===== src/rtl/beta_pkg.sv =====
// rtl/beta_pkg.sv - shared Beta core types and constants for the interrupt controller
package beta_pkg;

    typedef enum logic {
        ST_IDLE = 1'b0,
        ST_SVC  = 1'b1
    } irq_state_t;

    localparam logic [31:0] XADR = 32'h8000_0008;

endpackage


===== src/rtl/beta_prio_enc.sv =====
// rtl/beta_prio_enc.sv - lowest-index-wins priority encoder
module beta_prio_enc #(
    parameter int N = 8
) (
    input  logic [N-1:0] req,
    output logic         valid,
    output logic [3:0]   index
);

    // Scan from the top down so the lowest set index is the last one written.
    always_comb begin
        valid = 1'b0;
        index = 4'd0;
        for (int i = N - 1; i >= 0; i--) begin
            if (req[i]) begin
                valid = 1'b1;
                index = 4'(i);
            end
        end
    end

endmodule


===== src/rtl/beta_irq_ctl.sv =====
// rtl/beta_irq_ctl.sv - multi-channel masked fixed-priority interrupt controller for CTL
module beta_irq_ctl
    import beta_pkg::*;
#(
    parameter int                 NUM_IRQ    = 8,
    parameter logic [NUM_IRQ-1:0] EDGE_MASK  = '0,
    parameter logic [31:0]        VEC_BASE   = XADR,
    parameter int                 VEC_STRIDE = 4
) (
    input  logic               CLK,
    input  logic               RESET_N,
    input  logic [NUM_IRQ-1:0] IRQ_IN,
    input  logic               MASK_WE,
    input  logic [NUM_IRQ-1:0] MASK_WD,
    input  logic [NUM_IRQ-1:0] OVF_CLR,
    input  logic               SUPERVISOR,
    input  logic               IRQ_ACK,
    input  logic               IRQ_DONE,
    output logic               IRQ_REQ,
    output logic [31:0]        IRQ_VEC,
    output logic [3:0]         IRQ_ID,
    output logic [NUM_IRQ-1:0] PENDING,
    output logic [NUM_IRQ-1:0] OVF
);

    localparam logic [31:0] STRIDE = 32'(VEC_STRIDE);

    irq_state_t         state_q, state_d;
    logic [NUM_IRQ-1:0] mask_q;
    logic [NUM_IRQ-1:0] pending_q, pending_d;
    logic [NUM_IRQ-1:0] ovf_q, ovf_d;
    logic [NUM_IRQ-1:0] prev_q;
    logic [NUM_IRQ-1:0] eligible;
    logic [NUM_IRQ-1:0] clr;
    logic               win_valid;
    logic [3:0]         winner;
    logic               take;
    logic [3:0]         id_q;

    assign eligible = pending_q & mask_q;

    beta_prio_enc #(.N(NUM_IRQ)) u_prio (
        .req   (eligible),
        .valid (win_valid),
        .index (winner)
    );

    assign IRQ_REQ = (state_q == ST_IDLE) && win_valid && !SUPERVISOR;
    assign take    = IRQ_REQ && IRQ_ACK;
    // Only edge channels are consumed by an acknowledge; level channels follow their source.
    assign clr     = take ? ((NUM_IRQ'(1) << winner) & EDGE_MASK) : '0;
    assign IRQ_VEC = take ? (VEC_BASE + 32'(winner) * STRIDE) : 32'd0;

    // Per-channel capture: level channels mirror the source, edge channels latch rising edges.
    for (genvar i = 0; i < NUM_IRQ; i++) begin : g_ch
        if (EDGE_MASK[i]) begin : g_edge
            logic rise;
            assign rise         = IRQ_IN[i] & ~prev_q[i];
            assign pending_d[i] = (pending_q[i] & ~clr[i]) | rise;
            // A second edge lands on a still-pending (or just-consumed) request: one was lost.
            assign ovf_d[i]     = (ovf_q[i] & ~OVF_CLR[i]) | (rise & (pending_q[i] | clr[i]));
        end else begin : g_level
            assign pending_d[i] = IRQ_IN[i];
            assign ovf_d[i]     = ovf_q[i] & ~OVF_CLR[i];
        end
    end

    // Next-state: acknowledge enters service, handler return leaves it.
    always_comb begin
        state_d = state_q;
        case (state_q)
            ST_IDLE: if (take)     state_d = ST_SVC;
            ST_SVC:  if (IRQ_DONE) state_d = ST_IDLE;
            default:               state_d = ST_IDLE;
        endcase
    end

    // State, mask, capture registers and the in-service channel.
    always_ff @(posedge CLK) begin
        if (!RESET_N) begin
            state_q   <= ST_IDLE;
            mask_q    <= '0;
            pending_q <= '0;
            ovf_q     <= '0;
            prev_q    <= '0;
            id_q      <= 4'd0;
        end else begin
            state_q   <= state_d;
            pending_q <= pending_d;
            ovf_q     <= ovf_d;
            prev_q    <= IRQ_IN;
            if (MASK_WE) mask_q <= MASK_WD;
            if (take)    id_q   <= winner;
        end
    end

    assign IRQ_ID  = id_q;
    assign PENDING = pending_q;
    assign OVF     = ovf_q;

endmodule


===== config.mk =====
export PLATFORM = sky130hd
export DESIGN_NAME = beta_irq_ctl
export DESIGN_NICKNAME = d
export VERILOG_FILES = /design/src/rtl/beta_pkg.sv /design/src/rtl/beta_prio_enc.sv /design/src/rtl/beta_irq_ctl.sv
export SDC_FILE = /design/constraint.sdc
export NUM_CORES = 1
export LEC_CHECK = 0
export CORE_MARGIN = 8
export CORE_UTILIZATION = 32
export DETAILED_ROUTE_END_ITERATION = 16
export PLACE_DENSITY = 0.8
export RECOVER_POWER = 100
export SLEW_MARGIN = 15
export SYNTH_ARGS = -nofsm -noshare
export SYNTH_HDL_FRONTEND = slang
export SYNTH_SLANG_ARGS = --single-unit

===== constraint.sdc =====
create_clock -name CLK -period 1.4 [get_ports CLK]
set_input_delay 0.14 -clock CLK [delete_from_list [all_inputs] [get_ports CLK]]
set_output_delay 0.14 -clock CLK [all_outputs]
set_load 0.1 [all_outputs]

==> results of run 1 <==
-- routing by layer --
| layer | track usage | wire, um |
|---|---|---|
| met1 | 0.1258 | 1575 |
| met2 | 0.2210 | 2205 |
| met3 | 0.03273 | 247 |
| met4 | 0.04259 | 107 |
| met5 | 0 | 0 |
-- cell families after synthesis --
family	after synthesis	share of synthesized area
flops	28	0.4384
fa+ha+maj	1	0.009783
simple gates	41	0.1800
compound gates	17	0.1135
mux	9	0.07045
other cells	1	0.002933
buf+inv	34	0.1849
-- power breakdown --
group / internal [W] / switching (W)
Combinational: 0.000239 / 0.000601
Clock: 0.000204 / 0.000241
Sequential: 0.000818 / 0.0000271
Total: 0.00126 / 0.000869
-- path summary, 6_finish.rpt --
kind	startpoint	end	slack [ps]	depth (start not counted)
setup / recovery	mask_q[5]$_SDFFE_PN0P_	IRQ_VEC[4]	-530	4
hold / removal	OVF_CLR[1]	OVF[1]$_SDFF_PN0_	400	2
setup reg to reg	mask_q[5]$_SDFFE_PN0P_	IRQ_ID[2]$_SDFFE_PN0P_	-310	6
hold reg to reg	OVF[7]$_SDFF_PN0_	OVF[7]$_SDFF_PN0_	470	1
-- cell usage in the layout (no fill, tap or decap), types with 4 or more instances in the layout --
cell	Yosys	routed
conb_1	1	28
clkdlybuf4s50_1	0	28
buf_4	29	27
dfxtp_1	28	19
clkbuf_2	0	11
nor2_1	11	10
buf_12	0	10
mux2i_1	9	9
dfxtp_4	0	8
nor3b_1	8	8
and2_1	9	6
nand2_1	6	6
clkbuf_4	0	4
-- final cells by class --
cell class                      count  area (sq um)  share of cell area
Timing Repair Buffer               85         808.3              0.3694
Multi-Input combinational cell     96         670.6              0.3065
Sequential cell                    28         591.8              0.2704
Tap cell                           50         62.56             0.02859
Clock buffer                        4         45.04             0.02058
Inverter                            2         10.01            0.004574
-- state kept, by name (all words and copies together), names as in the netlist --
| name | cells |
|---|---|
| mask_q | 8 |
| PENDING | 8 |
| IRQ_ID | 3 |
| OVF | 8 |
| state_q | 1 |
-- timing repair --
item                                    4_1_cts  5_1_grt
pin swaps                                     6        3
gates resized for setup                      13        3
endpoints found under the setup margin       10       10
setup buffers                                 2        1
-- metrics by stage --
step	instance area (sq um)	hold WS, ps	instances	utilization
6_report	2188	397.1	265	0.5591
5_1_grt	2188	387.4	265	0.5591
4_1_cts	2380	396.3	264	0.6081
3_5_place_dp	2281	472.9	259	0.5828
3_3_place_gp	2281	464.7	259	0.5828
2_1_floorplan	1443	216.1	158	-
-- worst max-delay path, delay by kind of cell, from the launching register on --
family | cells | cell delay [ps]
AO/OA/AOI/OAI | 2 | 820
AND/OR/NAND/NOR | 1 | 180
flip-flops | 1 | 350
buffers and inverters | 1 | 160
==> flow_metrics.env, run 1 <==
export IMPL_numPortBuffers=54
export IMPL_arrival_ps=1790
export IMPL_drv_slew=0
export IMPL_p_leak_nw=0.9702
export IMPL_powerDensity_nw_per_um2=973.7
export IMPL_endpoint_kind="primary output"
export IMPL_synth_area_top_cells="dfxtp_1 (44%), buf_4 (17%), mux2i_1 (7.0%)"
export IMPL_synthTopCellsByCount="buf_4 (29), dfxtp_1 (28), nor2_1 (11), and2_1 (9), mux2i_1 (9)"
export IMPL_startpoint_type="flop"
export IMPL_cts_num_sinks=28
export IMPL_synth_flop_cell="dfxtp_1"
export IMPL_status="finished, violations left"
export IMPL_start_util=0.3267
export IMPL_ys_seq_area_frac=0.4384
export IMPL_fin_crit_ps=1933
export IMPL_place_congestion=0.7795
export IMPL_fill_cells=330
export IMPL_setup_tns_ps=-4014
export IMPL_ioPinCount=83
export IMPL_clockRootBuffer="clkbuf_8"
export IMPL_htreeDepth=1
export IMPL_cts_tree="built"
export IMPL_worst_slack_ps=-533.3
export IMPL_antenna_found_initial=0
export IMPL_postRouteAntennaNets=0
export IMPL_first_pass_iters=4
export IMPL_slowest_stage="o41a_4"
export IMPL_slowest_delay_ps=550
export IMPL_clk_pin_slew_worst_paths_ps=90
export IMPL_irDropWorstVdd_mv=0.5952
export IMPL_maxSlewHeadroom=0.5778
export IMPL_yosysMostFrequentCell="buf_4"
export IMPL_wl_um=4135
export IMPL_hpwlAfterDp_um=3139
export IMPL_dieArea_sq_um=6275
export IMPL_synthArstFlopShare=0
export IMPL_hold_violations=0
export IMPL_overflow=0
export IMPL_drc=0
export IMPL_grt_first_pass_wirelength_um=6120
export IMPL_worstPathMaxFanout=4
export IMPL_yosysTopAreaCell="dfxtp_1"
export IMPL_fmax_ghz=0.5172
export IMPL_synth_seq_cells=28
export IMPL_via_per_inst=4.340
export IMPL_die_w_um=79.22
export IMPL_clockBufferDepth=2
export IMPL_drive_gt1_frac=0.3721
export IMPL_rsz0062_at_grt="yes"
export IMPL_wl_per_cell_um=15.60
export IMPL_hold_class="input port to flop"
export IMPL_antenna_cells=0
export IMPL_crit_required_ps=1260
export IMPL_syn2layout_area_growth_pct=71.14
export IMPL_critical_path_class="flop to primary output"
export IMPL_synth_top_area_share=0.4384
export IMPL_vias=1150
export IMPL_synth_edf_count=0
export IMPL_min_period_over_period=1.381
export IMPL_drtIter0Drc=22
export IMPL_synthCells=131
export IMPL_final_setup_viol_count=17
export IMPL_grt_usage=0.1196
export IMPL_crit_chain="a22o_1, o41a_4, and3_4, buf_12"
export IMPL_cts_buffers=3
export IMPL_coreArea_sq_um=3914
export IMPL_hold_buffers=0
export IMPL_clock_latency_ps=270
export IMPL_worst_pin_slew_ps=633.4
export IMPL_synth_warnings=0
export IMPL_die_h_um=79.22
export IMPL_clock_skew_ps=1.896
export IMPL_post_place_ws_ps=-342.1
export IMPL_avgSynthCellArea_sq_um=9.761
export IMPL_total_power_w=0.002131
export IMPL_finalNetCount=247
export IMPL_failed_checks="setup timing"
export IMPL_grt_max_degree=16
export IMPL_synth_area_sq_um=1279
export IMPL_grt_pass1_vias=1241
export IMPL_yosys_cell_types_count=30
export IMPL_std_cell_rows=23
export IMPL_max_cap_violations=0
Note: power is estimated with default switching activity, not from simulation.
==> run 2: changes to the inputs <==
--- a/config.mk
+++ b/config.mk
@@ -5,10 +5,12 @@
 export SDC_FILE = /design/constraint.sdc
 export NUM_CORES = 1
 export LEC_CHECK = 0
+export CELL_PAD_IN_SITES_DETAIL_PLACEMENT = 2
+export CELL_PAD_IN_SITES_GLOBAL_PLACEMENT = 2
 export CORE_MARGIN = 8
-export CORE_UTILIZATION = 32
+export CORE_UTILIZATION = 17
 export DETAILED_ROUTE_END_ITERATION = 16
-export PLACE_DENSITY = 0.8
+export PLACE_DENSITY = 0.71
 export RECOVER_POWER = 100
 export SLEW_MARGIN = 15
 export SYNTH_ARGS = -nofsm -noshare
==> flow_metrics.env, run 2 (synthesized netlist as in run 1, its figures left out) <==
export IMPL_status="finished, violations left"
export IMPL_failed_checks="setup timing"
export IMPL_r2r_end="IRQ_ID[2]$_SDFFE_PN0P_"
export IMPL_finalNetCount=253
export IMPL_die_h_um=102.7
export IMPL_antenna_cells=0
export IMPL_holdCritStartpoint="OVF_CLR[7]"
export IMPL_cts_buffers=3
export IMPL_final_setup_viol_count=10
export IMPL_r2r_slack_ps=-470
export IMPL_grt_first_pass_wirelength_um=7293
export IMPL_final_cell_mix="buf_4 (29), conb_1 (28), clkdlybuf4s50_1 (28)"
export IMPL_min_to="OVF[7]$_SDFF_PN0_"
export IMPL_ioPinCount=83
export IMPL_clk_pin_slew_worst_paths_ps=100
export IMPL_postRouteAntennaNets=0
export IMPL_mostFrequentLayoutCell="buf_4"
export IMPL_arrival_ps=1830
export IMPL_clock_latency_ps=270
export IMPL_numPortBuffers=54
export IMPL_design_area_sq_um=2402
export IMPL_p_int_w=0.001472
export IMPL_fmax_ghz=0.5074
export IMPL_clock_skew_ps=4.184
export IMPL_std_cell_rows=31
export IMPL_grt_max_degree=17
export IMPL_fin_hold_ws_ps=396.9
export IMPL_hold_buffers=0
export IMPL_multi_input_area_sq_um=699.4
export IMPL_critical_path_class="flop to primary output"
export IMPL_antenna_found_initial=0
export IMPL_seq_power_share=0.355
export IMPL_swShare=0.3803
export IMPL_hpwlAfterDp_um=4000
export IMPL_cts_tree="built"
export IMPL_powerDensity_nw_per_um2=988.9
export IMPL_fin_crit_ps=1971
export IMPL_htreeDepth=1
export IMPL_maxSlewHeadroom=0.6328
export IMPL_hold_class="input port to flop"
export IMPL_hold_violations=0
export IMPL_endpoint_kind="primary output"
export IMPL_first_pass_iters=2
export IMPL_p_clk_frac=0.270
export IMPL_syn2layout_area_growth_pct=87.87
export IMPL_wl_per_cell_um=15.36
export IMPL_clockRootBuffer="clkbuf_8"
export IMPL_drive_gt1_frac=0.4208
export IMPL_p_sw_w=0.0009036
export IMPL_worstPathMaxFanout=4
export IMPL_vias=1201
export IMPL_die_w_um=102.7
export IMPL_p_leak_nw=1.034
export IMPL_rr_startpoint="PENDING[3]$_SDFF_PN0_"
export IMPL_startpoint_type="flop"
export IMPL_start_util=0.1763
export IMPL_seq_area_sq_um=595.6
export IMPL_crit_required_ps=1260
export IMPL_slowest_stage="o41a_4"
export IMPL_place_congestion=0.7315
export IMPL_whs_path_depth=2
export IMPL_irDropWorstVdd_mv=0.3427
export IMPL_rsz0062_at_grt="yes"
export IMPL_worst_slack_ps=-570.7
export IMPL_dieArea_sq_um=10550
export IMPL_max_cap_violations=0
export IMPL_dpl_cell_area_sq_um=2355
export IMPL_p_comb_frac=0.374
export IMPL_min_period_over_period=1.408
export IMPL_cts_num_sinks=28
export IMPL_reg2reg_depth=7
export IMPL_drtIter0Drc=16
export IMPL_grt_pass1_vias=1364
export IMPL_via_per_inst=3.753
export IMPL_clockBufferDepth=2
export IMPL_fill_cells=810
export IMPL_drc=0
export IMPL_grt_usage=0.08994
export IMPL_crit_chain="a22o_4, o41a_4, and3_4, buf_12"
export IMPL_slowest_delay_ps=550
export IMPL_overflow=0
export IMPL_wl_um=4916
export IMPL_coreArea_sq_um=7253
export IMPL_worst_pin_slew_ps=550.8
export IMPL_drv_slew=0
-- run 2: cell types whose count changed in the layout (fill, tap and decap cells not counted), sizes merged --
cell and change:
buf +10, clkbuf -5, bufinv +1
-- run 2: area by class of cell --
cell class,instances,share of cell area
clock buffer,3,0.01719
clock inverter,1,0.01250
inverter,2,0.004167
multi-input combinational,96,0.2911
sequential,28,0.2479
tap,99,0.05156
timing repair buffer,91,0.3755
-- run 2: metrics by stage --
stage               setup WS [ps]  cells  setup TNS, ps  total power, W  utilization
floorplan                  -830.7    158          -4457        0.001484            -
global placement           -280.4    308          -1763        0.001699       0.3247
detailed placement         -355.1    308          -2327        0.001712       0.3247
CTS                        -566.7    314          -4142        0.002400       0.3454
global route               -614.2    320          -5860        0.002472       0.3312
finish                     -570.7    320          -4605        0.002376       0.3312
-- run 2: worst max-delay path by stage --
stage | depth (start not counted) | slack [ps] | startpoint | endpoint
detailed placement | 6 | -360 | PENDING[7]$_SDFF_PN0_ | IRQ_VEC[4]
floorplan | 4 | -830 | PENDING[7]$_SDFF_PN0_ | IRQ_VEC[2]
global route | 4 | -610 | PENDING[3]$_SDFF_PN0_ | IRQ_VEC[5]
finish | 4 | -570 | PENDING[3]$_SDFF_PN0_ | IRQ_VEC[5]
global placement | 5 | -280 | PENDING[1]$_SDFF_PN0_ | IRQ_VEC[4]
CTS | 4 | -570 | PENDING[3]$_SDFF_PN0_ | IRQ_VEC[5]
-- run 2: critical path, delay by kind of cell (launching register included) --
family / cells / cell delay (ps)
flip-flops: 1 / 360
AO/OA/AOI/OAI: 2 / 830
AND/OR/NAND/NOR: 1 / 210
buffers and inverters: 1 / 160
-- run 2: power groups by stage --
stage          Clock (W)  Sequential, W  Combinational, W
2_1_floorplan          0       0.000955          0.000529
3_3_place_gp           0       0.000856          0.000843
3_5_place_dp           0       0.000859          0.000854
4_1_cts         0.000679       0.000845          0.000876
5_1_grt         0.000698       0.000848          0.000925
6_report        0.000642       0.000844          0.000889
-- run 2: what timing repair did --
| item | in CTS | in global routing |
|---|---|---|
| pin swaps | 7 | 1 |
| gates resized for setup | 16 | 11 |
| setup buffers | 2 | 6 |
| endpoints found under the setup margin | 10 | 10 |
-- run 2: routing by layer --
metal | GRT usage | share of wire
met1 | 0.09735 | 0.38
met2 | 0.1703 | 0.55
met5 | 0 | 0
met3 | 0.01891 | 0.064
met4 | 0.02670 | 0.0081
==> run 3: changes to the inputs <==
--- a/config.mk
+++ b/config.mk
@@ -5,6 +5,7 @@
 export SDC_FILE = /design/constraint.sdc
 export NUM_CORES = 1
 export LEC_CHECK = 0
+export CAP_MARGIN = 0
 export CELL_PAD_IN_SITES_DETAIL_PLACEMENT = 2
 export CELL_PAD_IN_SITES_GLOBAL_PLACEMENT = 2
 export CORE_MARGIN = 8
==> constraint.sdc (replaced) <==
create_clock -name CLK -period 1.7 [get_ports CLK]
set_input_delay 0.17 -clock CLK [delete_from_list [all_inputs] [get_ports CLK]]
set_output_delay 0.17 -clock CLK [all_outputs]
set_load 0.1 [all_outputs]
==> flow_metrics.env, run 3 (synthesized netlist as in run 1, its figures left out) <==
export IMPL_cts_num_sinks=28
export IMPL_coreArea_sq_um=7253
export IMPL_slowest_delay_ps=540
export IMPL_std_cell_rows=31
export IMPL_worst_slack_ps=-284.1
export IMPL_failed_checks="setup timing"
export IMPL_grt_first_pass_wirelength_um=6789
export IMPL_slowest_stage="o41a_4"
export IMPL_hold_class="input port to flop"
export IMPL_antenna_cells=0
export IMPL_clk_pin_slew_worst_paths_ps=100
export IMPL_total_power_w=0.001757
export IMPL_p_leak_nw=0.9209
export IMPL_clock_latency_ps=280
export IMPL_clock_skew_ps=4.748
export IMPL_ioPinCount=83
export IMPL_arrival_ps=1810
export IMPL_start_util=0.1763
export IMPL_wl_um=4443
export IMPL_clockRootBuffer="clkbuf_8"
export IMPL_maxSlewHeadroom=0.6243
export IMPL_grt_max_degree=19
export IMPL_final_cell_mix="conb_1 (28), clkdlybuf4s50_1 (28), dfxtp_1 (21)"
export IMPL_overflow=0
export IMPL_finalNetCount=238
export IMPL_grt_pass1_vias=1345
export IMPL_cts_buffers=3
export IMPL_min_period_over_period=1.167
export IMPL_die_h_um=102.7
export IMPL_worstPathMaxFanout=4
export IMPL_hpwlAfterDp_um=3756
export IMPL_cts_tree="built"
export IMPL_drive_gt1_frac=0.3447
export IMPL_fin_crit_ps=1984
export IMPL_status="finished, violations left"
export IMPL_startpoint_type="flop"
export IMPL_clockBufferDepth=2
export IMPL_max_cap_violations=0
export IMPL_irDropWorstVdd_mv=0.3036
export IMPL_syn2layout_area_growth_pct=68.40
export IMPL_hold_buffers=0
export IMPL_fill_cells=827
export IMPL_powerDensity_nw_per_um2=816.1
export IMPL_worst_pin_slew_ps=563.6
export IMPL_postRouteAntennaNets=0
export IMPL_critical_path_class="flop to primary output"
export IMPL_fmax_ghz=0.5040
export IMPL_drv_slew=0
export IMPL_via_per_inst=3.675
export IMPL_first_pass_iters=4
export IMPL_place_congestion=0.7338
export IMPL_vias=1121
export IMPL_utilization=0.2969
export IMPL_multi_input_area_sq_um=683.2
export IMPL_crit_required_ps=1530
export IMPL_endpoint_kind="primary output"
export IMPL_drtIter0Drc=29
export IMPL_die_w_um=102.7
export IMPL_drc=0
export IMPL_grt_usage=0.08312
export IMPL_antenna_found_initial=0
export IMPL_htreeDepth=1
export IMPL_rsz0062_at_grt="yes"
export IMPL_dieArea_sq_um=10550
export IMPL_numPortBuffers=54
export IMPL_crit_chain="a22o_4, o41a_4, and3_4, buf_12"
export IMPL_final_setup_viol_count=6
export IMPL_seq_area_sq_um=581.8
export IMPL_hold_violations=0
export IMPL_wl_per_cell_um=14.57
-- run 3: changes by cell type in the layout (fill, tap and decap cells not counted), sizes merged --
cell and change:
buf -20, clkbuf +6, bufinv -1
-- run 3: worst max-delay path: cells and delay by family (launching register included) --
| family | cells | cell delay, ps |
|---|---|---|
| flip-flops | 1 | 360 |
| AO/OA/AOI/OAI | 2 | 810 |
| buffers and inverters | 1 | 160 |
| AND/OR/NAND/NOR | 1 | 200 |
-- run 3: worst paths after layout --
path | start | endpoint | slack [ps] | depth (start not counted)
worst min register to register | OVF[6]$_SDFF_PN0_ | OVF[6]$_SDFF_PN0_ | 470 | 1
worst max-delay path | PENDING[1]$_SDFF_PN0_ | IRQ_VEC[4] | -280 | 4
worst min-delay path | OVF_CLR[5] | OVF[5]$_SDFF_PN0_ | 420 | 2
worst max register to register | PENDING[1]$_SDFF_PN0_ | IRQ_ID[2]$_SDFFE_PN0P_ | 50 | 5
-- run 3: through the flow --
stage	setup WS [ps]	cell area, sq um	std cells	TNS (ps)	hold slack (ps)
after floorplan	-560.7	1443	158	-2023	246.1
after global placement	-9.224	2087	299	-10.01	461.2
after detailed placement	-76.13	2087	299	-102.4	467.7
after CTS	-292.5	2188	304	-1608	415.5
after global routing	-327.8	2153	305	-1849	416.9
final	-284.1	2153	305	-1555	422.2
-- run 3: area by class of cell --
cell class | count | area share
flip-flops and latches | 28 | 0.2702
inverters | 2 | 0.004648
multi-input cells | 96 | 0.3173
clock buffers | 4 | 0.02092
repair buffers | 76 | 0.3295
well taps | 99 | 0.05752
-- run 3: report_power, final --
part / leakage [nW] / internal [W] / switching, W / total [W]
sequential: 0.233 / 0.000676 / 0.0000215 / 0.000698
combinational: 0.665 / 0.000177 / 0.000492 / 0.000668
clock: 0.0228 / 0.000169 / 0.000222 / 0.000391
total: 0.921 / 0.00102 / 0.000736 / 0.00176
-- run 3: metal layers --
metal	track usage	share of wire
met1	0.08570	0.39
met2	0.1598	0.53
met3	0.01621	0.067
met4	0.03337	0.016
met5	0	0
-- run 3: what timing repair did --
item | CTS | global route
endpoints found under the setup margin | 6 | 8
setup buffers | 1 | 1
pin swaps | 6 | 3
resized for setup | 11 | 6
